### src/rtl/decade_scan_ctrl_pkg.sv
// ---------------------------------------------------------------------------
// decade_scan_ctrl_pkg
// Shared definitions for the decade keypad scanner:
//   scanState_e : scanner FSM states (IDLE, SCAN, CONFIRM, HOLD)
//   DIGIT_W     : width of a digit code (BCD, 4 bits)
//   LINE_COUNT  : number of digit lines driven (10)
//   nextDigit() : advance a digit code by one, wrapping 9 back to 0
// ---------------------------------------------------------------------------
package decade_scan_ctrl_pkg;

    localparam int DIGIT_W    = 4;
    localparam int LINE_COUNT = 10;

    typedef enum logic [1:0] {
        IDLE,
        SCAN,
        CONFIRM,
        HOLD
    } scanState_e;

    // Digits run 0..9 only, so anything at or beyond 9 returns to 0.
    function automatic logic [DIGIT_W-1:0] nextDigit(input logic [DIGIT_W-1:0] digit);
        logic [DIGIT_W-1:0] result;
        if (digit >= DIGIT_W'(LINE_COUNT - 1)) begin
            result = '0;
        end else begin
            result = digit + DIGIT_W'(1);
        end
        return result;
    endfunction

endpackage

### src/rtl/decade_scan_ctrl_bcd_dec10.sv
// ---------------------------------------------------------------------------
// bcd_dec10
// Decodes a 4-bit digit code into ten one-hot, active-high digit lines.
// Codes 10..15 decode to all lines low, so an illegal code never drives
// a line.
// Ports:
//   bcd   : input  [3:0] digit code
//   lines : output [9:0] one-hot line image, lines[bcd] high for bcd 0..9
// ---------------------------------------------------------------------------
module bcd_dec10
    import decade_scan_ctrl_pkg::*;
(
    input  logic [DIGIT_W-1:0]    bcd,
    output logic [LINE_COUNT-1:0] lines
);

    // Each line compares its own index against the code; codes above 9
    // match no index and leave every line low.
    always_comb begin
        lines = '0;
        for (int i = 0; i < LINE_COUNT; i++) begin
            lines[i] = (bcd == DIGIT_W'(i));
        end
    end

endmodule

### src/rtl/decade_scan_ctrl.sv
// ---------------------------------------------------------------------------
// decade_scan_ctrl
// Scans ten digit lines one at a time, holding each for DWELL cycles, and
// samples the common SENSE return on the last cycle of each dwell. A key is
// accepted after DEB consecutive high samples on the same digit and released
// after DEB consecutive low samples; the scan then moves to the next digit.
// Accepted keys are presented on KEY/VALID until acknowledged; a new key
// arriving before acknowledge raises the sticky OVR flag.
// Parameters:
//   DWELL : cycles each digit line is held active (2..255)
//   DEB   : consecutive equal samples to accept a press or release (1..15)
// Ports:
//   clk   : input        clock, rising edge
//   rst   : input        asynchronous active-high reset
//   en    : input        scan enable, low returns the scanner to idle
//   sense : input        return line, high = key on active line closed
//   ack   : input        consumer acknowledge, clears valid and ovr
//   y     : output [9:0] one-hot digit lines (all low while idle)
//   bcd   : output [3:0] digit currently being driven
//   key   : output [3:0] last accepted key code
//   valid : output       key holds an unacknowledged key
//   ovr   : output       sticky overrun flag
// ---------------------------------------------------------------------------
module decade_scan_ctrl
    import decade_scan_ctrl_pkg::*;
#(
    parameter int DWELL = 4,
    parameter int DEB   = 3
) (
    input  logic                  clk,
    input  logic                  rst,
    input  logic                  en,
    input  logic                  sense,
    input  logic                  ack,
    output logic [LINE_COUNT-1:0] y,
    output logic [DIGIT_W-1:0]    bcd,
    output logic [DIGIT_W-1:0]    key,
    output logic                  valid,
    output logic                  ovr
);

    localparam int                  DWELL_W    = $clog2(DWELL);
    localparam int                  DEB_W      = $clog2(DEB + 1);
    localparam logic [DWELL_W-1:0]  DWELL_LAST = DWELL_W'(DWELL - 1);
    localparam logic [DEB_W-1:0]    DEB_TARGET = DEB_W'(DEB);

    scanState_e            state;
    scanState_e            stateNext;
    logic [DIGIT_W-1:0]    bcdNext;
    logic [DWELL_W-1:0]    dwellCnt;
    logic [DWELL_W-1:0]    dwellNext;
    logic [DEB_W-1:0]      pressCnt;
    logic [DEB_W-1:0]      pressNext;
    logic [DEB_W-1:0]      relCnt;
    logic [DEB_W-1:0]      relNext;
    logic                  samplePoint;
    logic                  capture;
    logic [LINE_COUNT-1:0] decLines;

    // SENSE only matters on the final cycle of each dwell period, giving the
    // line time to settle after the drive changes.
    assign samplePoint = (dwellCnt == DWELL_LAST);

    bcd_dec10 u_dec (
        .bcd   (bcd),
        .lines (decLines)
    );

    // Idle keeps bcd at 0 for a clean restart, but no line may be driven
    // there, so the decoder output is gated by state.
    assign y = (state == IDLE) ? '0 : decLines;

    // Scan state register: FSM state, current digit and the three counters.
    always_ff @(posedge clk or posedge rst) begin
        if (rst) begin
            state    <= IDLE;
            bcd      <= '0;
            dwellCnt <= '0;
            pressCnt <= '0;
            relCnt   <= '0;
        end else begin
            state    <= stateNext;
            bcd      <= bcdNext;
            dwellCnt <= dwellNext;
            pressCnt <= pressNext;
            relCnt   <= relNext;
        end
    end

    // Next-state logic. The dwell counter free-runs within a digit and is
    // cleared at every sample point, which is exactly where any digit change
    // or state change can happen, so each new digit or state starts its
    // dwell from zero. Dropping en abandons whatever scan was in progress.
    always_comb begin
        stateNext = state;
        bcdNext   = bcd;
        dwellNext = dwellCnt + DWELL_W'(1);
        pressNext = pressCnt;
        relNext   = relCnt;
        capture   = 1'b0;

        if (!en) begin
            stateNext = IDLE;
            bcdNext   = '0;
            dwellNext = '0;
            pressNext = '0;
            relNext   = '0;
        end else begin
            case (state)
                IDLE: begin
                    stateNext = SCAN;
                    bcdNext   = '0;
                    dwellNext = '0;
                    pressNext = '0;
                    relNext   = '0;
                end
                SCAN: begin
                    if (samplePoint) begin
                        dwellNext = '0;
                        if (!sense) begin
                            bcdNext = nextDigit(bcd);
                        end else if (DEB == 1) begin
                            capture   = 1'b1;
                            stateNext = HOLD;
                            relNext   = '0;
                        end else begin
                            stateNext = CONFIRM;
                            pressNext = DEB_W'(1);
                        end
                    end
                end
                CONFIRM: begin
                    if (samplePoint) begin
                        dwellNext = '0;
                        if (sense) begin
                            if (pressCnt + DEB_W'(1) == DEB_TARGET) begin
                                capture   = 1'b1;
                                stateNext = HOLD;
                                pressNext = '0;
                                relNext   = '0;
                            end else begin
                                pressNext = pressCnt + DEB_W'(1);
                            end
                        end else begin
                            stateNext = SCAN;
                            bcdNext   = nextDigit(bcd);
                            pressNext = '0;
                        end
                    end
                end
                HOLD: begin
                    if (samplePoint) begin
                        dwellNext = '0;
                        if (sense) begin
                            relNext = '0;
                        end else if (relCnt + DEB_W'(1) == DEB_TARGET) begin
                            stateNext = SCAN;
                            bcdNext   = nextDigit(bcd);
                            relNext   = '0;
                        end else begin
                            relNext = relCnt + DEB_W'(1);
                        end
                    end
                end
                default: begin
                    stateNext = IDLE;
                    bcdNext   = '0;
                    dwellNext = '0;
                    pressNext = '0;
                    relNext   = '0;
                end
            endcase
        end
    end

    // Key handoff to the consumer. A capture always wins and reloads key;
    // overrun is raised only if the previous key was still pending and not
    // being acknowledged in that same cycle. Without a capture, an
    // acknowledge of a pending key clears both flags. This block ignores en
    // so acknowledges are honoured while idle.
    always_ff @(posedge clk or posedge rst) begin
        if (rst) begin
            key   <= '0;
            valid <= 1'b0;
            ovr   <= 1'b0;
        end else if (capture) begin
            key   <= bcd;
            valid <= 1'b1;
            if (valid && !ack) begin
                ovr <= 1'b1;
            end else if (valid && ack) begin
                ovr <= 1'b0;
            end
        end else if (ack && valid) begin
            valid <= 1'b0;
            ovr   <= 1'b0;
        end
    end

endmodule
### config.mk
export PLATFORM = sky130hd
export DESIGN_NAME = decade_scan_ctrl
export DESIGN_NICKNAME = d
export VERILOG_FILES = /design/src/rtl/decade_scan_ctrl_pkg.sv /design/src/rtl/decade_scan_ctrl_bcd_dec10.sv /design/src/rtl/decade_scan_ctrl.sv
export SDC_FILE = /design/constraint.sdc
export NUM_CORES = 1
export LEC_CHECK = 0
export BUFFER_PORTS_ARGS = -buffer_cell sky130_fd_sc_hd__buf_4
export CORE_MARGIN = 5
export CORE_UTILIZATION = 48
export CTS_CLUSTER_SIZE = 16
export DETAILED_ROUTE_END_ITERATION = 8
export PLACE_DENSITY = 0.75
export SLEW_MARGIN = 0
export SYNTH_ARGS = -nofsm -noshare
export SYNTH_HDL_FRONTEND = slang
export SYNTH_SLANG_ARGS = --single-unit
### constraint.sdc
create_clock -name clk -period 1.85 [get_ports clk]
set_clock_uncertainty 0.05 [all_clocks]
set_input_delay 0.0925 -clock clk [delete_from_list [all_inputs] [get_ports clk]]
set_output_delay 0.0925 -clock clk [all_outputs]
set_load 0.02 [all_outputs]
==> out/metrics.json <==
{
  "outcome": {
    "run_status": "finished clean"
  },
  "timing": {
    "timing.final.setup_violations": 0,
    "max_slew_margin_pct": 55.2,
    "worst_margin_slew_ns": 0.672,
    "final.period_utilization_pct": 97.2,
    "timing_hold_violations_final": 0,
    "post-route-min-period_ns": 1.80,
    "achievable-frequency_ghz": 0.556,
    "timing.final.max_slew_violations": 0
  },
  "pwr": {
    "p_per_area_nw_per_um2": 1070,
    "total_power_mw": 1.60,
    "vdd_ir_drop_max_mv": 0.992,
    "power.share.sequential_pct": 30.8,
    "power.static_leakage_nw": 0.751,
    "switching_share_pct": 38.8,
    "power.switching_uw": 621,
    "clkPwrFrac_pct": 14.9,
    "power.internal_uw": 980,
    "share_comb_of_total_power_pct": 54.4
  },
  "synthesis": {
    "yosys-top-cells-area": "dfrtp_1 (39%), ha_1 (12%), nand2b_1 (5.4%), mux2_2 (4.9%), nor2_1 (3.6%)",
    "ys_seq_elements": 18,
    "synthDominantAreaCellType": "dfrtp_1",
    "mappedNetlistArea_um2": 1150,
    "yosysWarnings": 0,
    "syn_inst": 120,
    "yosysSeqAreaShare_pct": 39.0,
    "synthDistinctLibCells": 33,
    "total_nets_after_synthesis": 136,
    "avgSynthCellArea_um2": 9.62,
    "synth_top_cell_area_share_pct": 39.0
  },
  "worst_setup_path": {
    "crit_path_top_delay_cell": "dfrtp_1",
    "crit_type": "reg2reg",
    "endpoint_type_of_the_worst_setup_path": "flop",
    "crit_path_max_incr_delay_ns": 0.42,
    "reg2reg_setup_slack_ns": 0.05,
    "r2r-start": "state[0]",
    "worst_setup_path_start_kind": "flop",
    "worst_ep_required_time_ns": 1.98,
    "critPathTopFamily": "simple AND/OR/NAND/NOR gates",
    "crit_fanout": 6,
    "worst_ep_arrival_time_ns": 1.93,
    "path_depth": 5,
    "cp_buf_inv_count": 1,
    "worstReg2RegEnd": "key[2]",
    "ordered_cell_list_for_the_critical_path": "inv_2 > ha_2 > and3_1 > and4b_2 > mux2_2",
    "logic_depth_of_the_worst_register_to_register_path": 5
  },
  "clocking": {
    "cts.htree.levels": 1,
    "tritoncts_clock_tree": "yes",
    "clk_root_buffer_cell": "clkbuf_4",
    "tritoncts.num_buffers": 3,
    "clkSinkCount": 18,
    "clock_path_buffers": 2,
    "insertion_delay_to_the_later_sink_of_the_worst_skew_pair_ns": 0.30,
    "worst_setup_hold_path_clk_slew_ns": 0.10
  },
  "cells_and_area": {
    "post_synthesis_to_final_layout_area_growth_pct": 29.7,
    "n_antenna_cell": 0,
    "final_cell_mix": "buf_4 (31), dfrtp_1 (18), nor2_1 (11)",
    "layout.nets": 171,
    "finalCoreUtilization_pct": 66.4,
    "layout-drive-gt1-share_pct": 35.1,
    "layout_commonest_cell": "buf_4"
  },
  "global_routing": {
    "antenna_found_initial": 0,
    "pin_count_of_the_biggest_net_entering_global_routing": 19,
    "globalRouteOverflowTotal": 0,
    "grtUsageTotal_pct": 15.7,
    "grt_pass1_wl_mm": 4.22,
    "first_global_vias": 958
  },
  "routing": {
    "routed_wire_length_per_instance_um": 14.5,
    "antenna_left": 0,
    "route.vias.total": 1006,
    "drc_errors": 0,
    "detailedRoute.firstIterationViolations": 23,
    "dr_pass1_iterations": 5,
    "wirelength_mm": 2.63,
    "via_per_inst": 5.53
  },
  "place": {
    "portBuffers": 24,
    "globalplace.congestion": 0.820,
    "detailedPlacementHpwl_mm": 1.92
  },
  "floorplanning": {
    "die_x_um": 59.1,
    "start_util_pct": 51.2,
    "fp.dieH_um": 59.1,
    "floorplan.io_pins": 25,
    "num_rows": 17,
    "die_area_um2": 3490,
    "fp.coreArea_um2": 2250
  },
  "min_path": {
    "timing.hold.worst.start": "en",
    "holdPathEnd": "relCnt[1]",
    "min_path_type": "in2reg",
    "holdPathStages": 2
  },
  "run": {
    "drv.max_cap_violation_count": 0
  }
}
sequential cells by signal (all words and copies together), names as in the netlist, named ones only:
register / count
valid: 1
relCnt: 2
pressCnt: 2
state: 2
dwellCnt: 2
key: 4
bcd: 4
cell type report:
| cell class | count | area [um^2] |
|---|---|---|
| Clock buffer | 4 | 36.3 |
| Multi-Input combinational cell | 89 | 686 |
| Inverter | 10 | 37.5 |
| Fill cell | 189 | 757 |
| Tap cell | 28 | 35.0 |
| Sequential cell | 18 | 450 |
| Timing Repair Buffer | 33 | 253 |
cells by family after synthesis:
logic type,count (synthesis),synth area share [%]
muxes,8,7.48
adders and majority gates,11,11.9
DFF,18,39.0
AOI/OAI and AO/OA,21,13.0
and+or+nand+nor,49,24.3
buffers and inverters,13,4.33
worst register-to-register path, delay by kind of cell (launching register included):
kind	cells	cell delay [ns]
simple gates	2	0.54
fa+ha+maj	1	0.22
mux	1	0.35
flops	1	0.42
buf+inv	1	0.10
worst max path at each step:
stage | slack (ns) | to | from
finish | 0.05 | key[2] | state[0]
global route | -0.04 | state[0] | state[1]
CTS | 0.01 | state[1] | state[0]
detailed placement | -0.01 | key[2] | state[0]
global placement | 0.07 | state[1] | state[1]
floorplan | 0.08 | bcd[3] | bcd[1]
synth_stat cells:
master and count:
nor2_1 11, nor2b_1 3, clkbuf_1 2, and4b_1 1
and4bb_2 2, buf_2 1, o21ai_0 5, or4_1 1
nand2_1 7, mux2_2 5, a32o_1 1, nand2b_1 10
nor3_1 7, a21oi_1 6, o21ai_1 1, nor4b_1 1
mux2i_1 3, a22o_1 1, and2b_1 2, o21ba_2 1
o211a_1 1, dfrtp_1 18, or3b_2 1, nand3_1 1
o22ai_2 1, a2111oi_2 1, and3_1 1, a21o_1 1
ha_1 11, nor4bb_1 1, o41ai_1 1, inv_1 10
a21boi_1 1
routing by layer:
layer / GRT usage [%] / vias up / share of wire, %
met4: 3.88 / 0 / 1.7
met5: 0 / - / 0
li1: - / 486 / -
met3: 4.58 / 6 / 5.4
met2: 27.0 / 23 / 51
met1: 19.3 / 491 / 41
power groups by stage:
| stage | Sequential [mW] | Combinational (mW) | Clock [mW] |
|---|---|---|---|
| final | 0.492 | 0.871 | 0.238 |
| after global routing | 0.499 | 0.950 | 0.264 |
| after CTS | 0.492 | 0.777 | 0.250 |
| after detailed placement | 0.499 | 0.746 | 0 |
| after global placement | 0.494 | 0.726 | 0 |
| after floorplan | 0.517 | 0.504 | 0 |
repair_timing:
item	4_1_cts	5_1_grt
buffers inserted	0	3
endpoints found under the setup margin	5	10
gates resized for setup	2	7
hold endpoints to repair	19	0
cloned	0	0
hold buffers	2	0
pin swaps	0	2
stage by stage:
| step | TNS [ns] | worst slack, ns | hold WS [ns] | std cells | instance area (um^2) |
|---|---|---|---|---|---|
| after floorplan | 0 | 0.0817 | -0.0189 | 120 | 1150 |
| after global placement | 0 | 0.0652 | 0.181 | 173 | 1390 |
| after detailed placement | -0.0114 | -0.0114 | 0.195 | 173 | 1390 |
| after CTS | 0 | 0.0108 | 0.0390 | 179 | 1460 |
| after global routing | -0.0493 | -0.0387 | 0.0473 | 182 | 1500 |
| final | 0 | 0.0525 | 0.0582 | 182 | 1500 |
No activity file was read; power rests on OpenSTA's default activity.
